`config.mk`:
```
export PLATFORM = sky130hd
export DESIGN_NAME = fetch_stage_flat
export DESIGN_NICKNAME = d
export VERILOG_FILES = /design/src/rtl/fetch_stage_pkg.sv /design/src/rtl/fetch_stage_if.sv /design/src/rtl/fetch_skid_buf.sv /design/src/rtl/fetch_stage.sv /design/src/flat_wrapper.sv
export SDC_FILE = /design/constraint.sdc
export NUM_CORES = 1
export LEC_CHECK = 0
export BUFFER_PORTS_ARGS = -buffer_cell sky130_fd_sc_hd__clkbuf_2
export CAP_MARGIN = 10
export CORE_MARGIN = 2
export CORE_UTILIZATION = 60
export DETAILED_ROUTE_END_ITERATION = 6
export GPL_TIMING_DRIVEN = 0
export PLACE_DENSITY = 0.85
export SLEW_MARGIN = 30
export SYNTH_ARGS = -nofsm -noshare
export SYNTH_HDL_FRONTEND = slang
export SYNTH_SLANG_ARGS = --single-unit
```
`constraint.sdc`:
```
create_clock -name clk -period 2.7 [get_ports clk]
set_input_delay 0.27 -clock clk [delete_from_list [all_inputs] [get_ports clk]]
set_output_delay 0.27 -clock clk [all_outputs]
set_load 0.05 [all_outputs]
```
`src/rtl/fetch_stage_pkg.sv`:
```
// Shared fetch/decode constants: state encodings, reset words, opcode fields.
// Used by fetch_stage and the decode control unit.
package fetch_stage_pkg;

  typedef enum logic [1:0] {
    S_REQ    = 2'd0,
    S_DRAIN  = 2'd1,
    S_HALTED = 2'd2
  } fetch_state_e;

  localparam logic [15:0] NOP_WORD_DEF = 16'h0800;
  localparam logic [15:0] RESET_PC_DEF = 16'h0000;
  localparam logic [4:0]  OP_HALT      = 5'b00000;

  localparam int OPC_HI = 15;
  localparam int OPC_LO = 11;
  localparam int FN_HI  = 1;
  localparam int FN_LO  = 0;

  typedef struct packed {
    logic [15:0] instr;
    logic [15:0] pc_plus2;
  } if_id_t;

endpackage

```
`src/rtl/fetch_stage_if.sv`:
```
// Instruction-memory request/ack port between fetch_stage and imem.
// master = fetch side, slave = memory side.
interface fetch_stage_if;
  logic        req;
  logic [15:0] addr;
  logic        ack;
  logic [15:0] rdata;

  modport master (output req, addr, input ack, rdata);
  modport slave  (input req, addr, output ack, rdata);
endinterface

```
`src/rtl/fetch_skid_buf.sv`:
```
// One-entry {instr, pc_plus2} holding register absorbing decode stalls.
// flush wins over load, load wins over unload.
module fetch_skid_buf
  import fetch_stage_pkg::*;
(
  input  logic   clk,
  input  logic   rst_n,
  input  logic   load,
  input  logic   unload,
  input  logic   flush,
  input  if_id_t d,
  output if_id_t q,
  output logic   full
);

  always_ff @(posedge clk or negedge rst_n) begin
    if (!rst_n) begin
      full <= 1'b0;
      q    <= '0;
    end else if (flush) begin
      full <= 1'b0;
    end else if (load) begin
      full <= 1'b1;
      q    <= d;
    end else if (unload) begin
      full <= 1'b0;
    end
  end

endmodule

```
`src/rtl/fetch_stage.sv`:
```
// Instruction fetch stage: PC, imem req/ack, IF/ID register, redirect/halt.
// Optional FETCH_PERF_CNT_EN adds saturating fetch/stall counters.
module fetch_stage
  import fetch_stage_pkg::*;
#(
  parameter logic [15:0] RESET_PC = RESET_PC_DEF,
  parameter logic [15:0] NOP_WORD = NOP_WORD_DEF
) (
  input  logic          clk,
  input  logic          rst_n,
  fetch_stage_if.master imem,
  input  logic          stall,
  input  logic          redirect_valid,
  input  logic [15:0]   redirect_pc,
  input  logic          halt,
  output logic [15:0]   if_instr,
  output logic [4:0]    if_instr1,
  output logic [1:0]    if_instr2,
  output logic [15:0]   if_pc_plus2,
  output logic          if_valid,
`ifdef FETCH_PERF_CNT_EN
  output logic [15:0]   perf_fetch_cnt,
  output logic [15:0]   perf_stall_cnt,
`endif
  output logic          halted
);

  fetch_state_e state_q, state_d;
  logic [15:0]  pc_q, pc_d, pc_plus2;
  logic [15:0]  drain_q, drain_d;
  logic         hpend_q, hpend_d;
  if_id_t       ifid_q, ifid_d;
  logic         valid_q, valid_d;
  logic         req, acc;
  logic         sk_load, sk_unload, sk_flush, sk_full;
  if_id_t       sk_q;

  assign pc_plus2 = pc_q + 16'd2;

  assign req = rst_n
             & (((state_q == S_REQ) & ~sk_full)
             | (state_q == S_DRAIN));
  assign acc = req & imem.ack;

  assign imem.req  = req;
  assign imem.addr = (state_q == S_DRAIN) ? drain_q : pc_q;

  fetch_skid_buf u_skid (
    .clk    (clk),
    .rst_n  (rst_n),
    .load   (sk_load),
    .unload (sk_unload),
    .flush  (sk_flush),
    .d      ('{instr: imem.rdata, pc_plus2: pc_plus2}),
    .q      (sk_q),
    .full   (sk_full)
  );

  always_comb begin
    state_d   = state_q;
    pc_d      = pc_q;
    drain_d   = drain_q;
    hpend_d   = hpend_q;
    ifid_d    = ifid_q;
    valid_d   = valid_q;
    sk_load   = 1'b0;
    sk_unload = 1'b0;
    sk_flush  = 1'b0;
    unique case (state_q)
      S_REQ: begin
        if (redirect_valid) begin
          pc_d     = redirect_pc;
          valid_d  = 1'b0;
          sk_flush = 1'b1;
          if (req && !imem.ack) begin
            state_d = S_DRAIN;
            drain_d = pc_q;
          end
        end else if (halt) begin
          valid_d  = 1'b0;
          sk_flush = 1'b1;
          if (req && !imem.ack) begin
            state_d = S_DRAIN;
            drain_d = pc_q;
            hpend_d = 1'b1;
          end else begin
            state_d = S_HALTED;
          end
        end else if (acc) begin
          pc_d = pc_plus2;
          if (valid_q && stall) begin
            sk_load = 1'b1;
          end else begin
            ifid_d  = '{instr: imem.rdata, pc_plus2: pc_plus2};
            valid_d = 1'b1;
          end
        end else if (!stall) begin
          // decode took the held word; refill from skid or go empty
          if (sk_full) begin
            ifid_d    = sk_q;
            valid_d   = 1'b1;
            sk_unload = 1'b1;
          end else begin
            valid_d = 1'b0;
          end
        end
      end
      S_DRAIN: begin
        if (redirect_valid) begin
          pc_d     = redirect_pc;
          valid_d  = 1'b0;
          sk_flush = 1'b1;
        end else if (halt) begin
          valid_d  = 1'b0;
          sk_flush = 1'b1;
          hpend_d  = 1'b1;
        end
        if (imem.ack) begin
          state_d = (hpend_q || (halt && !redirect_valid))
                  ? S_HALTED : S_REQ;
        end
      end
      S_HALTED: begin
        state_d = S_HALTED;
      end
      default: begin
        state_d = S_REQ;
      end
    endcase
  end

  always_ff @(posedge clk or negedge rst_n) begin
    if (!rst_n) begin
      state_q <= S_REQ;
      pc_q    <= RESET_PC;
      drain_q <= '0;
      hpend_q <= 1'b0;
      ifid_q  <= '{instr: NOP_WORD, pc_plus2: 16'h0000};
      valid_q <= 1'b0;
    end else begin
      state_q <= state_d;
      pc_q    <= pc_d;
      drain_q <= drain_d;
      hpend_q <= hpend_d;
      ifid_q  <= ifid_d;
      valid_q <= valid_d;
    end
  end

  assign if_valid    = valid_q;
  assign if_instr    = valid_q ? ifid_q.instr : NOP_WORD;
  assign if_instr1   = if_instr[OPC_HI:OPC_LO];
  assign if_instr2   = if_instr[FN_HI:FN_LO];
  assign if_pc_plus2 = ifid_q.pc_plus2;
  assign halted      = (state_q == S_HALTED);

`ifdef FETCH_PERF_CNT_EN
  logic fetch_inc, stall_inc;

  assign fetch_inc = (state_q == S_REQ) & acc
                   & ~redirect_valid & ~halt;
  assign stall_inc = stall & valid_q;

  always_ff @(posedge clk or negedge rst_n) begin
    if (!rst_n) begin
      perf_fetch_cnt <= '0;
      perf_stall_cnt <= '0;
    end else if (state_q != S_HALTED) begin
      if (fetch_inc && perf_fetch_cnt != 16'hFFFF)
        perf_fetch_cnt <= perf_fetch_cnt + 16'd1;
      if (stall_inc && perf_stall_cnt != 16'hFFFF)
        perf_stall_cnt <= perf_stall_cnt + 16'd1;
    end
  end
`endif

endmodule
```
`src/flat_wrapper.sv`:
```
// flat-port wrapper written by rule: the top's interface ports become plain ports
module fetch_stage_flat import fetch_stage_pkg::*;
#(
  parameter logic [15:0] RESET_PC = RESET_PC_DEF,
  parameter logic [15:0] NOP_WORD = NOP_WORD_DEF
)
  (clk, rst_n, stall, redirect_valid, redirect_pc, halt, if_instr, if_instr1, if_instr2, if_pc_plus2, if_valid, halted, imem_req, imem_addr, imem_ack, imem_rdata);
  fetch_stage_if imem_i ();
  input  logic clk;
  input  logic rst_n;
  input  logic stall;
  input  logic redirect_valid;
  input  logic [15:0] redirect_pc;
  input  logic halt;
  output logic [15:0] if_instr;
  output logic [4:0] if_instr1;
  output logic [1:0] if_instr2;
  output logic [15:0] if_pc_plus2;
  output logic if_valid;
  output logic halted;
  output wire logic [$bits(imem_i.req)-1:0] imem_req;
  output wire logic [$bits(imem_i.addr)-1:0] imem_addr;
  input wire logic [$bits(imem_i.ack)-1:0] imem_ack;
  input wire logic [$bits(imem_i.rdata)-1:0] imem_rdata;
  assign imem_req = imem_i.req;
  assign imem_addr = imem_i.addr;
  assign imem_i.ack = imem_ack;
  assign imem_i.rdata = imem_rdata;
  fetch_stage #(.RESET_PC(RESET_PC), .NOP_WORD(NOP_WORD)) u_core (.clk(clk), .rst_n(rst_n), .imem(imem_i), .stall(stall), .redirect_valid(redirect_valid), .redirect_pc(redirect_pc), .halt(halt), .if_instr(if_instr), .if_instr1(if_instr1), .if_instr2(if_instr2), .if_pc_plus2(if_pc_plus2), .if_valid(if_valid), .halted(halted));
endmodule
```
==> reports/metrics.yaml <==
cts:
  ctsHoldBuffers: 2
  tritoncts: "built"
  cts_sinks: 101
  clkSlewWorstSetupHoldPaths_ps: 100
  post_cts_buffers: 0
  htreeDepth: 3
  cts_root_buffer: "clkbuf_8"
  cts_buffers: 9
  clock_path_buffers: 2
  clock_latency_ps: 370
  ctsResizeCount: 0
logic_synthesis:
  yosysSeqAreaShare_pct: 47.8
  ys_ff_latch: 101
  syn_area_mm2: 0.00529
  synth.net_count: 602
  synth-edff-count: 0
  yosys_warnings: 0
  synth_cells: 563
  syn_area_per_cell_um2: 9.40
  async_flop_share_pct: 100
  yosys_most_used_dff: "dfrtp_1"
  synth_cell_type_count: 51
sta:
  slew_viol_final: 0
  finalHoldViolCount: 0
  fmax_mhz: 390
  worst_clock_skew_ps: 11.3
  tightest_slew_ps: 712
  timing.final.crit_share_pct: 94.9
  slew_headroom_pct: 52.1
  setup_viol: 0
  period_minus_slack_ps: 2560
  rsz0062_at_grt: "no"
  layout_setup_ws_ps: 136
hold_path:
  hp-class: "input port to flip-flop"
critical_path:
  end_kind: "output pin"
  critPathTopFamily: "buffers and inverters"
  required_ps: 2430
  worstPathBufferInverterCount: 3
  cpMaxStageDelayCell: "clkbuf_1"
  cp_max_fo: 10
  critical_path.max_stage_delay_ps: 520
  path_class: "flip-flop to output pin"
  crit_chain: "buf_2, nand2b_1, clkbuf_1, mux2_2, clkbuf_2"
  cp.arrival_ps: 2290
  cp-start-kind: "flip-flop"
placement:
  dp_hpwl_mm: 9.57
  routabilityCongestion: 0.918
  pre_cts_ws_ps: 124
  placement.io_buffers: 95
grt:
  antenna_found_initial: 0
  grt_max_degree: 70
  first_global_vias: 4689
  grt_pass1_wl_mm: 22.6
  globalRouteTotalUtil_pct: 29.1
  overflow: 0
die:
  die_h_um: 97.9
  initial_core_util_pct: 61.3
  num_io_pins: 96
  die_width_um: 97.9
  placeableCoreArea_mm2: 0.00864
  die_area_mm2: 0.00959
  row_count: 34
layout:
  area_growth_pct: 17.8
  fin_nets: 711
  final_util_pct: 72.2
  drive_above_1_share_pct: 29.2
  antenna_cells: 0
route:
  wl_per_cell_um: 17.3
  firstDrtPassIters: 5
  drt_iter0_drc: 423
  drc: 0
  vias_per_cell: 6.05
  vias: 4752
  ant_nets: 0
  wl_mm: 13.6
power_and_ir_drop:
  peakVddDrop_v: 0.000809
  power.density_mw_per_mm2: 1080
  leakage_uw: 0.00292
job:
  cap_viol_max_count: 0
status:
  outcome: "completed"
## worst min-delay path, delay by kind of cell
kind	cells	cell delay, ps
buffers and inverters	1	90
AND/OR/NAND/NOR	2	90
## cell usage in the layout (no fill, tap or decap), types with 3 or more instances in the layout
| cell | instances |
|---|---|
| o21ai_0 | 45 |
| o211ai_1 | 12 |
| a31oi_1 | 41 |
| bufinv_16 | 4 |
| a21o_1 | 3 |
| nand3_1 | 14 |
| nand2b_1 | 4 |
| dfrtp_1 | 100 |
| clkbuf_1 | 29 |
| and3_1 | 3 |
| or3_1 | 3 |
| inv_1 | 11 |
| nor3_1 | 7 |
| a21oi_1 | 12 |
| o31ai_1 | 8 |
| buf_2 | 11 |
| buf_4 | 24 |
| clkbuf_2 | 94 |
| nand4_1 | 5 |
| or4_1 | 6 |
| and2_1 | 16 |
| clkbuf_8 | 11 |
| nor2_1 | 10 |
| nor4_1 | 5 |
| mux2_2 | 39 |
| xnor2_1 | 7 |
| nand2_1 | 113 |
## cells by family (layout without fill, tap and decap cells)
kind of cell / after synthesis / after routing / share of synthesized area (%)
AO/OA/AOI/OAI: 139 / 139 / 16.4
XOR/XNOR: 9 / 9 / 1.49
adder cells (fa/ha/maj): 1 / 1 / 0.236
buffers and inverters: 76 / 190 / 7.64
flip-flops: 101 / 101 / 47.8
multiplexers: 40 / 40 / 8.49
AND/OR/NAND/NOR: 197 / 197 / 18.0
## synth_stat cells, types with 2 or more instances
cell	n	area share (%)
nand3_1	14	1.3
or3_1	3	0.35
nand2_1	113	8.0
buf_6	2	0.43
nand2b_1	4	0.47
xor2_1	2	0.33
mux2_2	39	8.3
buf_4	24	3.4
nor2_1	10	0.71
inv_1	11	0.78
and3_1	3	0.35
nand4_1	5	0.59
o21a_1	2	0.28
o22a_1	2	0.33
a31oi_1	41	4.8
nor2b_1	2	0.24
a21oi_1	12	1.1
or2_2	2	0.24
buf_2	11	1.0
xnor2_1	7	1.2
dfrtp_1	100	47
a21o_1	3	0.43
a211oi_1	2	0.28
nor4_1	5	0.59
or4_1	6	0.85
o21ai_0	45	4.3
clkbuf_1	27	1.9
and2_1	16	1.9
o21bai_1	2	0.28
o31ai_1	8	1.1
a31o_2	2	0.33
nor4_4	2	0.80
o211ai_1	12	1.7
nor3_1	7	0.66
## sequential cells by signal (all words and copies together) (netlist names)
register,cells
u_core.u_skid.q,32
u_core.pc_q,16
u_core.state_q,2
u_core.u_skid.full,1
u_core.hpend_q,1
u_core.if_valid,1
u_core.drain_q,16
u_core.ifid_q,16
u_core.if_pc_plus2,16
## final timing paths
path / startpoint / endpoint / slack [ps] / cells after the start
setup / recovery: u_core.state_q[0] / imem_addr[12] / 140 / 5
hold / removal: imem_rdata[7] / u_core.u_skid.q[23] / 100 / 3
setup reg to reg: u_core.state_q[1] / u_core.drain_q[14] / 500 / 6
hold reg to reg: u_core.u_skid.q[2] / u_core.u_skid.q[2] / 480 / 2
max in group asynchronous: rst_n / u_core.ifid_q[27] / 1910 / 3
min in group asynchronous: rst_n / u_core.pc_q[15] / 420 / 3
## power by group
group	leakage, uW	internal, uW	switching, uW
combinational	0.00149	1020	2060
clock	0.000131	736	518
sequential	0.00130	2000	385
total	0.00292	3750	2970
## final cells by class
type / count / area (um2)
plain buffers: 65 / 363
clock buffers: 12 / 145
clock inverters: 4 / 120
fillers: 633 / 2400
inverters: 11 / 41.3
multi-input cells: 386 / 2360
flip-flops and latches: 101 / 2530
well taps: 108 / 135
repair buffers: 98 / 542
## routing by layer
metal / share of wire [%] / global-route usage, % / up-vias / wire length, um
met3: 8.2 / 3.72 / 39 / 1110
met5: 0 / 0 / - / 0
met2: 49 / 45.8 / 248 / 6670
met1: 40 / 40.2 / 2288 / 5430
li1: - / - / 2177 / -
met4: 3.0 / 14.5 / 0 / 406
## stage by stage
stage	hold slack [ps]	instance area, um2	cells	TNS, ps	total power [uW]
3_5_place_dp	200	5940	767	0	5440
4_1_cts	100	6230	785	0	6690
3_3_place_gp	450	5900	766	-94170	5310
5_1_grt	114	6230	785	0	7050
2_1_floorplan	-25.6	5290	563	0	4670
6_report	101	6230	785	0	6720
(Power assumes the default switching activity.)
